`config.mk`:
```
export PLATFORM = sky130hd
export DESIGN_NAME = load_store_unit
export DESIGN_NICKNAME = d
export VERILOG_FILES = /design/src/rtl/load_store_unit.sv
export SDC_FILE = /design/constraint.sdc
export NUM_CORES = 1
export LEC_CHECK = 0
export CAP_MARGIN = 20
export CORE_MARGIN = 10
export CORE_UTILIZATION = 36
export DETAILED_ROUTE_END_ITERATION = 12
export DONT_BUFFER_PORTS = 1
export PLACE_DENSITY = 0.57
export RECOVER_POWER = 100
export SYNTH_ARGS = -nofsm -noshare
export SYNTH_HDL_FRONTEND = slang
export SYNTH_SLANG_ARGS = --single-unit
```
`constraint.sdc`:
```
create_clock -name clock -period 6.92 [get_ports clock]
set_input_delay 0.692 -clock clock [delete_from_list [all_inputs] [get_ports clock]]
set_output_delay 0.692 -clock clock [all_outputs]
set_load 0.01 [all_outputs]
```
`src/rtl/load_store_unit.sv`:
```
// ---------------------------------------------------------------------------
// load_store_unit
//   Handles one RISC-V load or store at a time, between the execute stage and
//   a data memory that reads combinationally and writes on the rising edge.
//   It forms byte enables and lane-aligned write data for SB/SH/SW. For loads
//   (LB/LH/LW/LBU/LHU) it sign- or zero-extends the result. An access that
//   crosses a word boundary is split into two word beats. If
//   SUPPORT_MISALIGNED=0, such an access faults instead.
//
// Ports
//   clock, reset_n       rising-edge clock, asynchronous active-low reset
//   req_*                request channel (valid/ready). An accept happens in
//                        any cycle where req_valid and req_ready are both high.
//   resp_valid           one-cycle completion pulse; there is no backpressure
//   resp_load_data       extended load result; 0 for stores and faults
//   resp_fault           illegal funct3 or a disallowed misalignment
//   mem_address          word address of the current beat
//   mem_write_data       lane-aligned store data of the current beat
//   mem_write_enable     byte-lane enables of the current beat
//   store_enable         high only in the beats of a store
//   mem_read_data        combinational read of mem_address
// ---------------------------------------------------------------------------
module load_store_unit #(
  parameter bit SUPPORT_MISALIGNED = 1'b1
) (
  input  logic        clock,
  input  logic        reset_n,
  input  logic        req_valid,
  output logic        req_ready,
  input  logic        req_is_store,
  input  logic [2:0]  req_funct3,
  input  logic [31:0] req_address,
  input  logic [31:0] req_store_data,
  output logic        resp_valid,
  output logic [31:0] resp_load_data,
  output logic        resp_fault,
  output logic [31:0] mem_address,
  output logic [31:0] mem_write_data,
  output logic [3:0]  mem_write_enable,
  output logic        store_enable,
  input  logic [31:0] mem_read_data
);

  localparam logic [1:0] ST_IDLE = 2'd0;
  localparam logic [1:0] ST_ACC0 = 2'd1;
  localparam logic [1:0] ST_ACC1 = 2'd2;
  localparam logic [1:0] ST_RESP = 2'd3;

  // Access size in bytes, taken from funct3[1:0]. The code 11 is rejected
  // elsewhere, so its value here does not matter.
  function automatic logic [2:0] access_size(input logic [1:0] f3_low);
    case (f3_low)
      2'b00:   return 3'd1;
      2'b01:   return 3'd2;
      default: return 3'd4;
    endcase
  endfunction

  function automatic logic crosses_word(input logic [1:0] off, input logic [2:0] size);
    return ({2'b00, off} + {1'b0, size}) > 4'd4;
  endfunction

  function automatic logic [3:0] size_mask(input logic [2:0] size);
    case (size)
      3'd1:    return 4'b0001;
      3'd2:    return 4'b0011;
      default: return 4'b1111;
    endcase
  endfunction

  logic [1:0]  state_q, state_d;
  logic        is_store_q, is_store_d;
  logic [2:0]  funct3_q, funct3_d;
  logic [31:0] addr_q, addr_d;
  logic [31:0] store_data_q, store_data_d;
  logic [31:0] lo_q, lo_d;
  logic [31:0] hi_q, hi_d;
  logic        fault_q, fault_d;

  logic        accept;
  logic        req_illegal;
  logic        req_split;
  logic [1:0]  off;
  logic [2:0]  size;
  logic        split;
  logic [7:0]  lane_mask8;
  logic [63:0] data64;
  logic [31:0] load_shifted;
  logic [31:0] load_ext;

  assign req_ready = (state_q == ST_IDLE) && reset_n;
  assign accept    = req_valid && req_ready;

  // funct3 011, 110 and 111 are never legal. A store may not use the
  // unsigned-load codes 100 and 101.
  assign req_illegal = (req_funct3 == 3'b011) || (req_funct3[2:1] == 2'b11) ||
                       (req_is_store && req_funct3[2]);
  assign req_split   = crosses_word(req_address[1:0], access_size(req_funct3[1:0]));

  assign off   = addr_q[1:0];
  assign size  = access_size(funct3_q[1:0]);
  assign split = crosses_word(off, size);

  // The mask and data are computed over two words. The low half goes out
  // with beat 0 and the high half with beat 1.
  assign lane_mask8 = {4'b0000, size_mask(size)} << off;
  assign data64     = {32'h0000_0000, store_data_q} << {off, 3'b000};

  // -------------------------------------------------------------------------
  // Next-state logic
  // -------------------------------------------------------------------------
  always_comb begin
    state_d      = state_q;
    is_store_d   = is_store_q;
    funct3_d     = funct3_q;
    addr_d       = addr_q;
    store_data_d = store_data_q;
    lo_d         = lo_q;
    hi_d         = hi_q;
    fault_d      = fault_q;
    case (state_q)
      ST_IDLE: begin
        if (accept) begin
          is_store_d   = req_is_store;
          funct3_d     = req_funct3;
          addr_d       = req_address;
          store_data_d = req_store_data;
          lo_d         = 32'h0;
          hi_d         = 32'h0;
          fault_d      = req_illegal || (req_split && !SUPPORT_MISALIGNED);
          // A faulting request skips the memory beats entirely.
          state_d      = fault_d ? ST_RESP : ST_ACC0;
        end
      end
      ST_ACC0: begin
        if (!is_store_q) lo_d = mem_read_data;
        state_d = split ? ST_ACC1 : ST_RESP;
      end
      ST_ACC1: begin
        if (!is_store_q) hi_d = mem_read_data;
        state_d = ST_RESP;
      end
      default: begin
        state_d = ST_IDLE;
      end
    endcase
  end

  always_ff @(posedge clock or negedge reset_n) begin
    if (!reset_n) begin
      state_q      <= ST_IDLE;
      is_store_q   <= 1'b0;
      funct3_q     <= 3'b000;
      addr_q       <= 32'h0;
      store_data_q <= 32'h0;
      lo_q         <= 32'h0;
      hi_q         <= 32'h0;
      fault_q      <= 1'b0;
    end else begin
      state_q      <= state_d;
      is_store_q   <= is_store_d;
      funct3_q     <= funct3_d;
      addr_q       <= addr_d;
      store_data_q <= store_data_d;
      lo_q         <= lo_d;
      hi_q         <= hi_d;
      fault_q      <= fault_d;
    end
  end

  // -------------------------------------------------------------------------
  // Memory beat outputs. They are decoded from state only, so store_enable
  // drops as soon as reset is asserted.
  // -------------------------------------------------------------------------
  always_comb begin
    mem_address      = 32'h0;
    mem_write_data   = 32'h0;
    mem_write_enable = 4'b0000;
    store_enable     = 1'b0;
    case (state_q)
      ST_ACC0: begin
        mem_address      = {addr_q[31:2], 2'b00};
        mem_write_data   = data64[31:0];
        mem_write_enable = lane_mask8[3:0];
        store_enable     = is_store_q;
      end
      ST_ACC1: begin
        mem_address      = {addr_q[31:2] + 30'd1, 2'b00};
        mem_write_data   = data64[63:32];
        mem_write_enable = lane_mask8[7:4];
        store_enable     = is_store_q;
      end
      default: begin
        mem_address      = 32'h0;
      end
    endcase
  end

  // -------------------------------------------------------------------------
  // Response: pick the addressed bytes out of {hi,lo}, then extend them.
  // -------------------------------------------------------------------------
  assign load_shifted = 32'({hi_q, lo_q} >> {off, 3'b000});

  always_comb begin
    load_ext = 32'h0;
    case (funct3_q)
      3'b000:  load_ext = {{24{load_shifted[7]}}, load_shifted[7:0]};
      3'b001:  load_ext = {{16{load_shifted[15]}}, load_shifted[15:0]};
      3'b010:  load_ext = load_shifted;
      3'b100:  load_ext = {24'h0, load_shifted[7:0]};
      3'b101:  load_ext = {16'h0, load_shifted[15:0]};
      default: load_ext = 32'h0;
    endcase
  end

  assign resp_valid     = (state_q == ST_RESP);
  assign resp_fault     = resp_valid && fault_q;
  assign resp_load_data = (resp_valid && !is_store_q && !fault_q) ? load_ext : 32'h0;

endmodule

```
==> results.py, run 1 <==
metrics = {
    "floorplan": {
        "coreArea_mm2": 0.0220,
        "die_width_um": 170,
        "die_h_um": 170,
        "row_count": 54,
        "start_util": 0.368,
        "fp.dieArea_mm2": 0.0289,
        "ios": 207,
    },
    "sta": {
        "final_max_slew_viol_count": 334,
        "worstMarginPinSlew_ps": 3260,
        "clock_skew_ps": 7.94,
        "hold_viol": 0,
        "tns_ps": 0,
        "rsz0062_at_grt": "no",
        "period_needed_ps": 5230,
        "fmax_ghz": 0.191,
        "relSlewSlack": -1.17,
        "setup_viol": 0,
        "fin_crit_sh": 0.756,
    },
    "layout": {
        "design_area_mm2": 0.00881,
        "fin_nets": 921,
        "syn_to_final_growth_pct": 8.62,
        "antenna_cells": 0,
        "layout.cells.non_filler": 1102,
        "post-route-util": 0.400,
        "drive_gt1_frac": 0.190,
    },
    "worst_setup_path": {
        "worstPathArrival_ps": 4540,
        "timing.critical_path.buf_inv": 2,
        "max_stage_delay_ps": 1550,
        "startpoint": "state_q[0]",
        "critPathLaunchType": "flop",
        "end_kind": "output pin",
        "worst_path_max_delay_cell": "clkbuf_1",
        "critPathTopFamily": "buffers and inverters",
        "critPathMaxFanout": 42,
        "crit_type": "flop to output pin",
        "crit_path_cell_trace": "inv_1 > ha_1 > clkbuf_1 > and2_0 > nand4_1 > o31ai_1",
        "critPathRequiredTime_ps": 6230,
        "worstReg2RegStart": "state_q[0]",
    },
    "detailed_routing": {
        "viasPerCell": 5.88,
        "initialDrtViolationCount": 710,
        "dr.pass1.iters": 7,
        "postRouteAntennaNets": 0,
        "wl_per_cell_um": 23.2,
        "routed_wl_um": 25500,
        "vias": 6482,
        "route.detailed.drc": 0,
    },
    "pwr": {
        "ir_drop_uv": 256,
        "p_leak_uw": 0.00350,
        "power.density_mw_per_mm2": 510,
    },
    "placed_design": {
        "place_area_mm2": 0.00824,
        "dp_hpwl_um": 18200,
        "gp_congestion": 0.820,
        "io_buffers": 0,
        "numPlacedInstances": 1068,
    },
    "yosys": {
        "synth-seq-cells": 127,
        "synth_top_family_by_area": "multiplexers",
        "synthMuxAreaShare": 0.218,
        "yosysMostFrequentCell": "nand2_1",
        "synth_xor_area_frac": 0,
        "synth_cells": 852,
        "synth_simple_gate_area_frac": 0.166,
        "synth-edff-count": 0,
        "ys_async_sr_fraction": 1.00,
        "synth_compound_area_frac": 0.159,
        "synth_fa_ha_area_frac": 0.0148,
        "synth_area_mm2": 0.00811,
        "yosysUniqueCellTypes": 49,
        "ys.flop_type": "dfrtp_1",
        "yosys-top-cells-count": "nand2_1, dfrtp_1, o21ai_0",
        "yosysSeqAreaShare": 0.392,
        "synth_area_leaders": "dfrtp_1, mux2_2, mux4_2, nand2_1, o21ai_0",
        "netlist.area_leader.share": 0.392,
        "yosys_warnings": 0,
        "synth_top_area_cell": "dfrtp_1",
        "syn_area_per_cell_um2": 9.52,
    },
    "hold_path": {
        "hold_path_class": "input port to flop",
        "hp-start": "mem_read_data[31]",
    },
    "cts": {
        "cts_made_buffers": 17,
        "numClockSinks": 127,
        "cts_resized": 0,
        "ctsHtreeMaxLevel": 4,
        "clkLatencyLatePin_ps": 420,
        "cts-root-buf": "clkbuf_16",
        "cts_tree": "yes",
        "path_clk_slew_ps": 60,
        "clk_path_buf_depth": 2,
    },
    "global_routing": {
        "grt_pass1_wl_um": 38900,
        "track_usage": 0.173,
        "grt_max_degree": 128,
        "antenna_found_initial": 1,
        "grt_pass1_vias": 6360,
        "overflow": 0,
    },
    "status": {
        "outcome": "complete, but fails checks",
        "violations": "max-capacitance violations, max-slew violations",
    },
    "run": {
        "max_cap_viol_count": 5,
    },
}
==> timing repair <==
| item | CTS | global route |
|---|---|---|
| hold buffers | 1 | 0 |
| buffers inserted | 0 | 0 |
| endpoints found under the hold margin | 127 | 0 |
==> cells by family after synthesis <==
kind of cell               after synthesis
and+or+nand+nor                        280
AOI/OAI and AO/OA                      208
muxes                                  129
DFF                                    127
buffers and inverters                   98
adders and majority gates                9
other                                    1
==> per-layer routing <==
metal | share of wire | global-route usage | vias up
met4 | 0.033 | 0.0763 | 2
met1 | 0.43 | 0.222 | 3194
met3 | 0.080 | 0.0553 | 42
met5 | 0.00027 | 0 | -
met2 | 0.46 | 0.261 | 244
li1 | - | - | 3000
==> per-stage QoR <==
| step | hold slack [ps] | setup WS (ps) | total power, µW |
|---|---|---|---|
| floorplan | 396 | 4150 | 3040 |
| global placement | 408 | 3330 | 3530 |
| detailed placement | 408 | 3280 | 3570 |
| CTS | 286 | 2800 | 4520 |
| global route | 386 | 1370 | 4830 |
| finish | 414 | 1690 | 4500 |
==> flip-flops by register name, summed over array words and instances (netlist names) <==
register and count:
store_data_q 32, addr_q 32, is_store_q 1, fault_q 1, hi_q 24, state_q 2
funct3_q 3, lo_q 32
==> layout by cell type, fill, tap and decap left out, drive strengths merged, types with 6 or more instances in the layout <==
master and n:
o21ai 106, and2 18, mux4 30, dfrtp 127, a22o 19, nand2 156
and3 13, nor2b 29, mux2 81, inv 28, a21oi 18, ha 8
a31oi 7, clkbuf 24, a22oi 8, o31ai 6, mux2i 18, nor2 15
a222oi 8, o311ai 7, clkinv 6, o22ai 10, nand2b 8, nand4 10
nand3 14
==> where the power goes <==
part	internal (µW)	switching [µW]	leakage, µW
Sequential	1080	433	0.00160
Clock	545	365	0.000283
Combinational	896	1170	0.00161
==> final timing paths <==
check	slack, ps	cells past startpoint	to
hold / removal	410	2	lo_q[31]
min in group asynchronous	1350	1	hi_q[1]
hold reg to reg	480	2	hi_q[16]
max in group asynchronous	3440	1	addr_q[1]
setup reg to reg	2340	7	state_q[1]
setup / recovery	1690	6	mem_address[21]
==> cell type report <==
| class | instances | area [µm²] |
|---|---|---|
| Clock inverter | 14 | 158 |
| Inverter | 25 | 93.8 |
| Sequential cell | 127 | 3180 |
| Tap cell | 280 | 350 |
| Multi-Input combinational cell | 628 | 4540 |
| Clock buffer | 18 | 439 |
| Fill cell | 2200 | 13200 |
| Timing Repair Buffer | 10 | 57.6 |
(Power assumes the default switching activity.)
==> inputs of run 2 (changes only) <==
Settings changed: PLACE_DENSITY 0.57 to 0.59.
Clock period 6.92 ns to 4.6 ns, I/O delays scaled along.
==> results.py, run 2 (same netlist as run 1, synthesis figures left out) <==
metrics = {
    "global_routing": {
        "antenna_found_initial": 5,
        "grt_pass1_vias": 6265,
        "overflow": 0,
        "track_usage": 0.169,
        "grt_pass1_wl_um": 38000,
        "grt_max_degree": 128,
    },
    "worst_setup_path": {
        "crit_type": "flop to output pin",
        "critPathRequiredTime_ps": 4140,
        "timing.critical_path.buf_inv": 0,
        "worstPathArrival_ps": 3330,
        "end_kind": "output pin",
        "critPathLaunchType": "flop",
        "r2r_cells": 7,
        "critPathMaxFanout": 52,
        "worst_path_max_delay_cell": "dfrtp_2",
        "critPathTopFamily": "flip-flops",
        "worstReg2RegStart": "state_q[0]",
        "r2r-end": "hi_q[5]",
        "crit_path_cell_trace": "mux2_1 > mux2i_1 > o21a_1 > or4_1 > o21ai_0",
        "ff2ff_setup_slack_ps": 980,
        "max_stage_delay_ps": 1170,
    },
    "cts": {
        "cts_resized": 0,
        "numClockSinks": 127,
        "clkLatencyLatePin_ps": 420,
        "cts-root-buf": "clkbuf_16",
        "cts_made_buffers": 17,
        "path_clk_slew_ps": 70,
        "clk_path_buf_depth": 2,
        "cts_tree": "yes",
        "hold_buffers": 1,
        "ctsHtreeMaxLevel": 4,
        "post_cts_buffers": 0,
    },
    "floorplan": {
        "coreArea_mm2": 0.0220,
        "die_width_um": 170,
        "ios": 207,
        "start_util": 0.368,
        "row_count": 54,
        "fp.dieArea_mm2": 0.0289,
        "die_h_um": 170,
    },
    "detailed_routing": {
        "vias": 6528,
        "routed_wl_um": 25200,
        "route.detailed.drc": 0,
        "postRouteAntennaNets": 0,
        "initialDrtViolationCount": 785,
        "dr.pass1.iters": 5,
        "wl_per_cell_um": 22.8,
        "viasPerCell": 5.91,
    },
    "layout": {
        "drive_gt1_frac": 0.194,
        "syn_to_final_growth_pct": 8.30,
        "final_common_cell": "nand2_1",
        "top_regs": "addr_q x32, lo_q x32, store_data_q x32",
        "layout.cells.non_filler": 1104,
        "n_fill_cell": 2163,
        "fin_nets": 920,
        "layout_common_cells": "nand2_1, dfrtp_1, o21ai_0",
    },
    "sta": {
        "tns_ps": 0,
        "worstMarginPinSlew_ps": 3220,
        "final_max_slew_viol_count": 266,
        "rsz0062_at_grt": "no",
        "fin_crit_sh": 0.825,
        "fmax_ghz": 0.264,
        "setup_viol": 0,
        "hold_viol": 0,
        "period_needed_ps": 3790,
        "relSlewSlack": -1.15,
        "clock_skew_ps": 8.96,
    },
    "pwr": {
        "sw_frac_of_total": 0.442,
        "power_frac_seq": 0.357,
        "p_sw_uw": 2930,
        "power.density_mw_per_mm2": 754,
        "p_leak_uw": 0.00349,
        "ir_drop_uv": 253,
        "power_frac_comb": 0.450,
        "clkPwrFrac": 0.193,
        "power.internal_uw": 3700,
    },
    "placed_design": {
        "io_buffers": 0,
        "gp_congestion": 0.872,
        "dp_hpwl_um": 17900,
        "numPlacedInstances": 1068,
    },
    "hold_path": {
        "holdPathEnd": "hi_q[18]",
        "hp-start": "mem_read_data[18]",
        "hold_path_class": "input port to flop",
        "min_path_cells": 2,
    },
    "run": {
        "max_cap_viol_count": 4,
    },
    "status": {
        "outcome": "complete, but fails checks",
        "violations": "max-capacitance violations, max-slew violations",
    },
}
-- run 2: cell types whose count changed in the layout (fill, tap and decap cells not counted), moves of 2 or more --
cell / before / now
clkbuf_1: 5 / 1
clkbuf_2: 1 / 5
clkinv_4: 5 / 1
diode_2: 0 / 3
bufinv_16: 2 / 0
inv_6: 3 / 5
-- run 2: cell type report --
| type | count | area (µm²) | area share |
|---|---|---|---|
| Antenna cell | 3 | 7.51 | 0.000854 |
| Clock buffer | 19 | 453 | 0.0515 |
| Clock inverter | 13 | 104 | 0.0118 |
| Inverter | 25 | 93.8 | 0.0107 |
| Multi-Input combinational cell | 628 | 4550 | 0.517 |
| Sequential cell | 127 | 3180 | 0.362 |
| Tap cell | 280 | 350 | 0.0399 |
| Timing Repair Buffer | 9 | 51.3 | 0.00584 |
-- run 2: metal layers --
metal | routed length (µm) | up-vias | global-route usage | part of all wire
met2 | 11800 | 245 | 0.262 | 0.47
met4 | 901 | 6 | 0.0828 | 0.036
met3 | 2260 | 50 | 0.0609 | 0.090
li1 | - | 3003 | - | -
met5 | 34 | - | 0 | 0.0014
met1 | 10200 | 3224 | 0.205 | 0.41
-- run 2: through the flow --
stage	total power (µW)	instance area, µm²	utilization	hold slack (ps)	worst slack [ps]
after detailed placement	5330	8240	0.374	177	1530
after global placement	5270	8240	0.374	172	1570
after CTS	6670	8820	0.401	46.5	1050
after global routing	7130	8780	0.399	159	611
final	6630	8790	0.399	173	806
after floorplan	4580	8120	-	164	2060
-- run 2: power groups by stage --
stage                     Combinational, µW  Sequential [µW]  Clock (µW)
after floorplan                        2570             2000           0
after global placement                 2920             2350           0
after detailed placement               2970             2360           0
after CTS                              3010             2340        1310
after global routing                   3310             2460        1360
final                                  2990             2360        1280
-- run 2: how the worst max path moves through the flow --
stage,end,cells after the start,startpoint,slack (ps)
after detailed placement,mem_address[31],6,state_q[0],1530
after global routing,resp_load_data[24],5,addr_q[0],610
after floorplan,resp_load_data[23],6,addr_q[1],2060
after global placement,mem_address[31],6,state_q[0],1570
final,resp_load_data[24],5,addr_q[0],810
after CTS,mem_address[31],6,state_q[0],1050
==> inputs of run 3 (changes only) <==
Clock period 4.6 ns to 3.3 ns, I/O delays scaled along.
==> results.py, run 3 (same netlist as run 1, synthesis figures left out) <==
metrics = {
    "status": {
        "outcome": "complete, but fails checks",
        "violations": "max-capacitance violations, max-slew violations",
    },
    "floorplan": {
        "die_h_um": 170,
        "row_count": 54,
        "ios": 207,
        "die_width_um": 170,
        "start_util": 0.368,
        "coreArea_mm2": 0.0220,
        "fp.dieArea_mm2": 0.0289,
    },
    "worst_setup_path": {
        "critPathRequiredTime_ps": 2970,
        "crit_type": "flop to output pin",
        "worstPathArrival_ps": 2740,
        "max_stage_delay_ps": 780,
        "critPathLaunchType": "flop",
        "critPathMaxFanout": 30,
        "end_kind": "output pin",
        "worst_path_max_delay_cell": "buf_2",
        "crit_path_cell_trace": "buf_2 > mux4_2 > inv_1 > o21ai_0",
    },
    "cts": {
        "numClockSinks": 127,
        "ctsHtreeMaxLevel": 4,
        "clkLatencyLatePin_ps": 420,
        "cts_made_buffers": 17,
        "cts-root-buf": "clkbuf_16",
        "clk_path_buf_depth": 2,
        "hold_buffers": 2,
        "path_clk_slew_ps": 60,
        "post_cts_buffers": 0,
        "cts_resized": 0,
        "cts_tree": "yes",
    },
    "pwr": {
        "ir_drop_uv": 457,
        "power_frac_comb": 0.450,
        "power.density_mw_per_mm2": 1070,
        "p_sw_uw": 4090,
        "power.internal_uw": 5480,
        "sw_frac_of_total": 0.428,
        "power_frac_seq": 0.335,
        "clkPwrFrac": 0.214,
        "p_leak_uw": 0.00359,
    },
    "detailed_routing": {
        "wl_per_cell_um": 22.5,
        "route.detailed.drc": 0,
        "viasPerCell": 5.82,
        "postRouteAntennaNets": 0,
        "vias": 6555,
        "routed_wl_um": 25300,
        "initialDrtViolationCount": 687,
        "dr.pass1.iters": 5,
    },
    "sta": {
        "relSlewSlack": -0.198,
        "period_needed_ps": 3070,
        "hold_viol": 0,
        "worstMarginPinSlew_ps": 1800,
        "fmax_ghz": 0.325,
        "setup_viol": 0,
        "fin_crit_sh": 0.932,
        "final_max_slew_viol_count": 128,
        "setup_slack_ps": 226,
        "rsz0062_at_grt": "no",
        "tns_ps": 0,
        "clock_skew_ps": 14.3,
    },
    "placed_design": {
        "io_buffers": 0,
        "dp_hpwl_um": 18300,
        "gp_congestion": 0.890,
        "place_area_mm2": 0.00838,
        "pre_cts_ws_ps": 706,
    },
    "run": {
        "max_cap_viol_count": 1,
    },
    "layout": {
        "syn_to_final_growth_pct": 10.7,
        "fin_nets": 940,
        "n_fill_cell": 2169,
        "final_common_cell": "nand2_1",
        "layout_common_cells": "nand2_1, dfrtp_1, o21ai_0",
        "design_area_mm2": 0.00899,
        "drive_gt1_frac": 0.201,
        "top_regs": "addr_q x32, lo_q x32, store_data_q x32",
        "multi_input_area_mm2": 0.00455,
        "regArea_mm2": 0.00318,
    },
    "global_routing": {
        "overflow": 0,
        "track_usage": 0.171,
        "antenna_found_initial": 9,
        "grt_max_degree": 128,
        "grt_pass1_wl_um": 38600,
        "grt_pass1_vias": 6376,
    },
    "hold_path": {
        "hold_path_class": "input port to flop",
    },
}
==> run 3: cell types whose count changed in the layout (fill, tap and decap cells not counted), sizes merged <==
| cell | before | now |
|---|---|---|
| clkbuf | 25 | 38 |
| buf | 3 | 8 |
| bufinv | 0 | 4 |
| clkinvlp | 4 | 1 |
| diode | 3 | 5 |
| dlygate4sd3 | 0 | 1 |
==> run 3: path summary, 6_finish.rpt <==
path                                   from                  to  slack, ps  cells after the start
setup reg to reg                 state_q[1]            lo_q[20]        420                      5
max in group asynchronous           reset_n           addr_q[0]        970                      2
min in group asynchronous           reset_n          addr_q[27]        950                      2
hold / removal             mem_read_data[6]             lo_q[6]         50                      2
setup / recovery                  addr_q[0]  resp_load_data[31]        230                      4
hold reg to reg                    hi_q[17]            hi_q[17]        480                      2
==> run 3: metal layers <==
metal / wire length [µm] / share of wire / track usage / vias to the layer above
met5: 43 / 0.0017 / 0 / -
met4: 1320 / 0.052 / 0.0976 / 8
met3: 2350 / 0.093 / 0.0659 / 64
met2: 11500 / 0.45 / 0.251 / 271
met1: 10100 / 0.40 / 0.211 / 3161
li1: - / - / - / 3051
==> run 3: area by class of cell <==
cell class              count  area share
clock buffers              18      0.0489
flip-flops and latches    127       0.354
well taps                 280      0.0390
diodes                      5     0.00139
inverters                  25      0.0104
clock inverters            14      0.0226
repair buffers             29      0.0171
multi-input cells         628       0.506
==> run 3: power groups by stage <==
stage | registers (µW) | clock network (µW) | logic [µW]
2_1_floorplan | 2790 | 0 | 3580
3_3_place_gp | 3170 | 0 | 4280
3_5_place_dp | 3190 | 0 | 4350
4_1_cts | 3170 | 2100 | 4400
5_1_grt | 3340 | 2170 | 4790
6_report | 3210 | 2050 | 4310
==> run 3: worst max-delay path, delay by kind of cell, from the launching register on <==
kind                   cells  cell delay [ps]
AOI/OAI and AO/OA          1              180
buffers and inverters      2              900
DFF                        1              630
muxes                      1              600
==> run 3: stage by stage <==
step | hold slack [ps] | power, µW | std cells | util
after global routing | 36.2 | 10300 | 1123 | 0.408
after CTS | 30.8 | 9680 | 1121 | 0.411
after floorplan | 34.4 | 6380 | 853 | -
after detailed placement | 42.7 | 7550 | 1087 | 0.380
after global placement | 41.9 | 7460 | 1087 | 0.380
final | 49.6 | 9570 | 1126 | 0.408
==> patch: new RTL, settings of run 3 <==
Change the parameter `SUPPORT_MISALIGNED` from 1'b1 to 1'b0.
--- a/src/rtl/load_store_unit.sv
+++ b/src/rtl/load_store_unit.sv
@@ -23,3 +23,3 @@
 module load_store_unit #(
-  parameter bit SUPPORT_MISALIGNED = 1'b1
+  parameter bit SUPPORT_MISALIGNED = 1'b0
 ) (
Behaviour: not the same (Yosys sat finds a counterexample within 4 cycles, from zero or initial values and one cycle with reset_n low).
==> patch against run 3 <==
The flow still finishes with violations (capacitance limit, slew limit). Global-route usage increased by 0.24 points. Worst setup slack improved by 51 ps. Non-clock buffer count shrank 2. Cell area is 2.0% higher. Area after synthesis up 2.6%. Total power rose by 1.7%. Sequential cell count unchanged. Routed wire length grew 2.7%. Critical path type unchanged.
==> patch: results (changes against run 3) <==
routing:
  wl_um: 25980  # +2.7%
  wl_per_cell_um: 22.57  # +0.47%
  drtIter0Drc: 507  # -26%
final_layout:
  num_antenna_cells: 0  # -5
  n_fill_cell: 2256  # +4.0%
  nNetsFinal: 968  # +3.0%
  drive_gt1_share_pct: 20.09  # about the same
setup_path:
  arrival_ps: 2690  # -50 ps
  r2r_cells: 7  # +2
  ff2ff_setup_slack_ps: 530  # +110 ps
  max_stage_delay_ps: 480  # -300 ps
  rr_endpoint: "hi_q[16]"
status:
  status: "finished, violations left"
  violations: "capacitance limit, slew limit"
run:
  drv_cap: 1  # unchanged
global_route:
  grt_pass1_vias: 6431  # +0.86%
  antenna_found_initial: 1  # -8
placed_design:
  globalplace.congestion: 0.8370  # -5.9%
  dp_cells: 1116  # +2.7%
  dp_hpwl_um: 18300  # -0.14%
yosys:
  syn_inst: 877  # +2.9%
  ys_seq_area_share_pct: 38.17  # -0.99 points
  synth_cell_types: 59  # +20%
power:
  max-vdd-ir-drop_uv: 419.7  # -8.1%
  power.leakage_nw: 3.662  # +2.0%
sta:
  clock_skew_ps: 9.162  # -5.187 ps
  slew_viol_final: 128  # unchanged
## patch: cell types whose count changed in the layout (fill, tap and decap cells not counted), sizes merged, moves of 5 or more
| cell | run 3 | this run |
|---|---|---|
| buf | 8 | 14 |
| nand4 | 10 | 17 |
| nand2 | 156 | 172 |
| clkbuf | 38 | 29 |
| o311ai | 7 | 1 |
| a222oi | 8 | 0 |
| diode | 5 | 0 |
| nor2 | 15 | 20 |
| a22oi | 8 | 17 |
## patch: how the worst max path moves through the flow
stage | to | slack [ps] | start | cells after the start
global route | mem_write_data[20] | 110 | addr_q[0] | 6
floorplan | mem_address[24] | 1020 | addr_q[2] | 5
detailed placement | mem_write_data[2] | 800 | state_q[1] | 6
CTS | mem_write_data[2] | 330 | state_q[1] | 6
global placement | mem_write_data[2] | 840 | state_q[1] | 6
finish | mem_address[6] | 280 | state_q[0] | 6
## patch: cell type report
cell class,count,area share [%]
Multi-Input combinational cell,660,51.60
Clock inverter,15,2.280
Timing Repair Buffer,27,2.061
Inverter,20,0.8191
Tap cell,285,3.891
Sequential cell,127,34.70
Clock buffer,17,4.642
## patch: power by group
group          switching [mW]  leakage [nW]  internal [mW]  total [mW]
clock network           0.879         0.311           1.17        2.05
logic                    2.56          1.75           1.96        4.52
registers               0.895          1.60           2.27        3.17
## patch: kinds of logic (layout without fill, tap and decap cells)
kind of cell	after synthesis	after routing	synth area share (%)
other	1	2	0.04504
buffers and inverters	91	79	4.914
muxes	129	129	21.22
DFF	127	127	38.17
adders and majority gates	12	12	1.984
AOI/OAI and AO/OA	200	200	14.59
xor gates and xnor gates	2	2	0.2104
and+or+nand+nor	315	315	18.86
## patch: through the flow
| step | power (mW) | hold WS, ps | setup slack (ps) |
|---|---|---|---|
| final | 9.735 | 35.19 | 276.7 |
| after CTS | 9.854 | 14.21 | 331.3 |
| after global placement | 7.625 | 47.68 | 836.3 |
| after detailed placement | 7.723 | 48.83 | 797.0 |
| after global routing | 10.48 | 23.86 | 107.9 |
| after floorplan | 6.568 | 34.41 | 1019 |
## patch: worst reg2reg max path, stage by stage, from the launching register on
cell      delay (ps)
dfrtp_1          420
inv_1            100
ha_1             470
buf_4            500
nand2_1          100
o211ai_1         100
clkbuf_2         690
o21ai_0          230
## patch: timing repair
action / 4_1_cts / 5_1_grt
gates resized for setup: 0 / 0
hold endpoints to repair: 127 / 0
hold buffers: 2 / 0
setup buffers: 0 / 0
## patch: routing by layer
| metal | vias to the layer above | routed length [um] | share of wire, % | global-route usage [%] |
|---|---|---|---|---|
| met3 | 32 | 2534 | 9.8 | 6.658 |
| met4 | 2 | 582 | 2.2 | 5.622 |
| met5 | - | 9 | 0.035 | 0 |
| met1 | 3274 | 10840 | 42 | 22.00 |
| li1 | 3104 | - | - | - |
| met2 | 262 | 12010 | 46 | 26.69 |
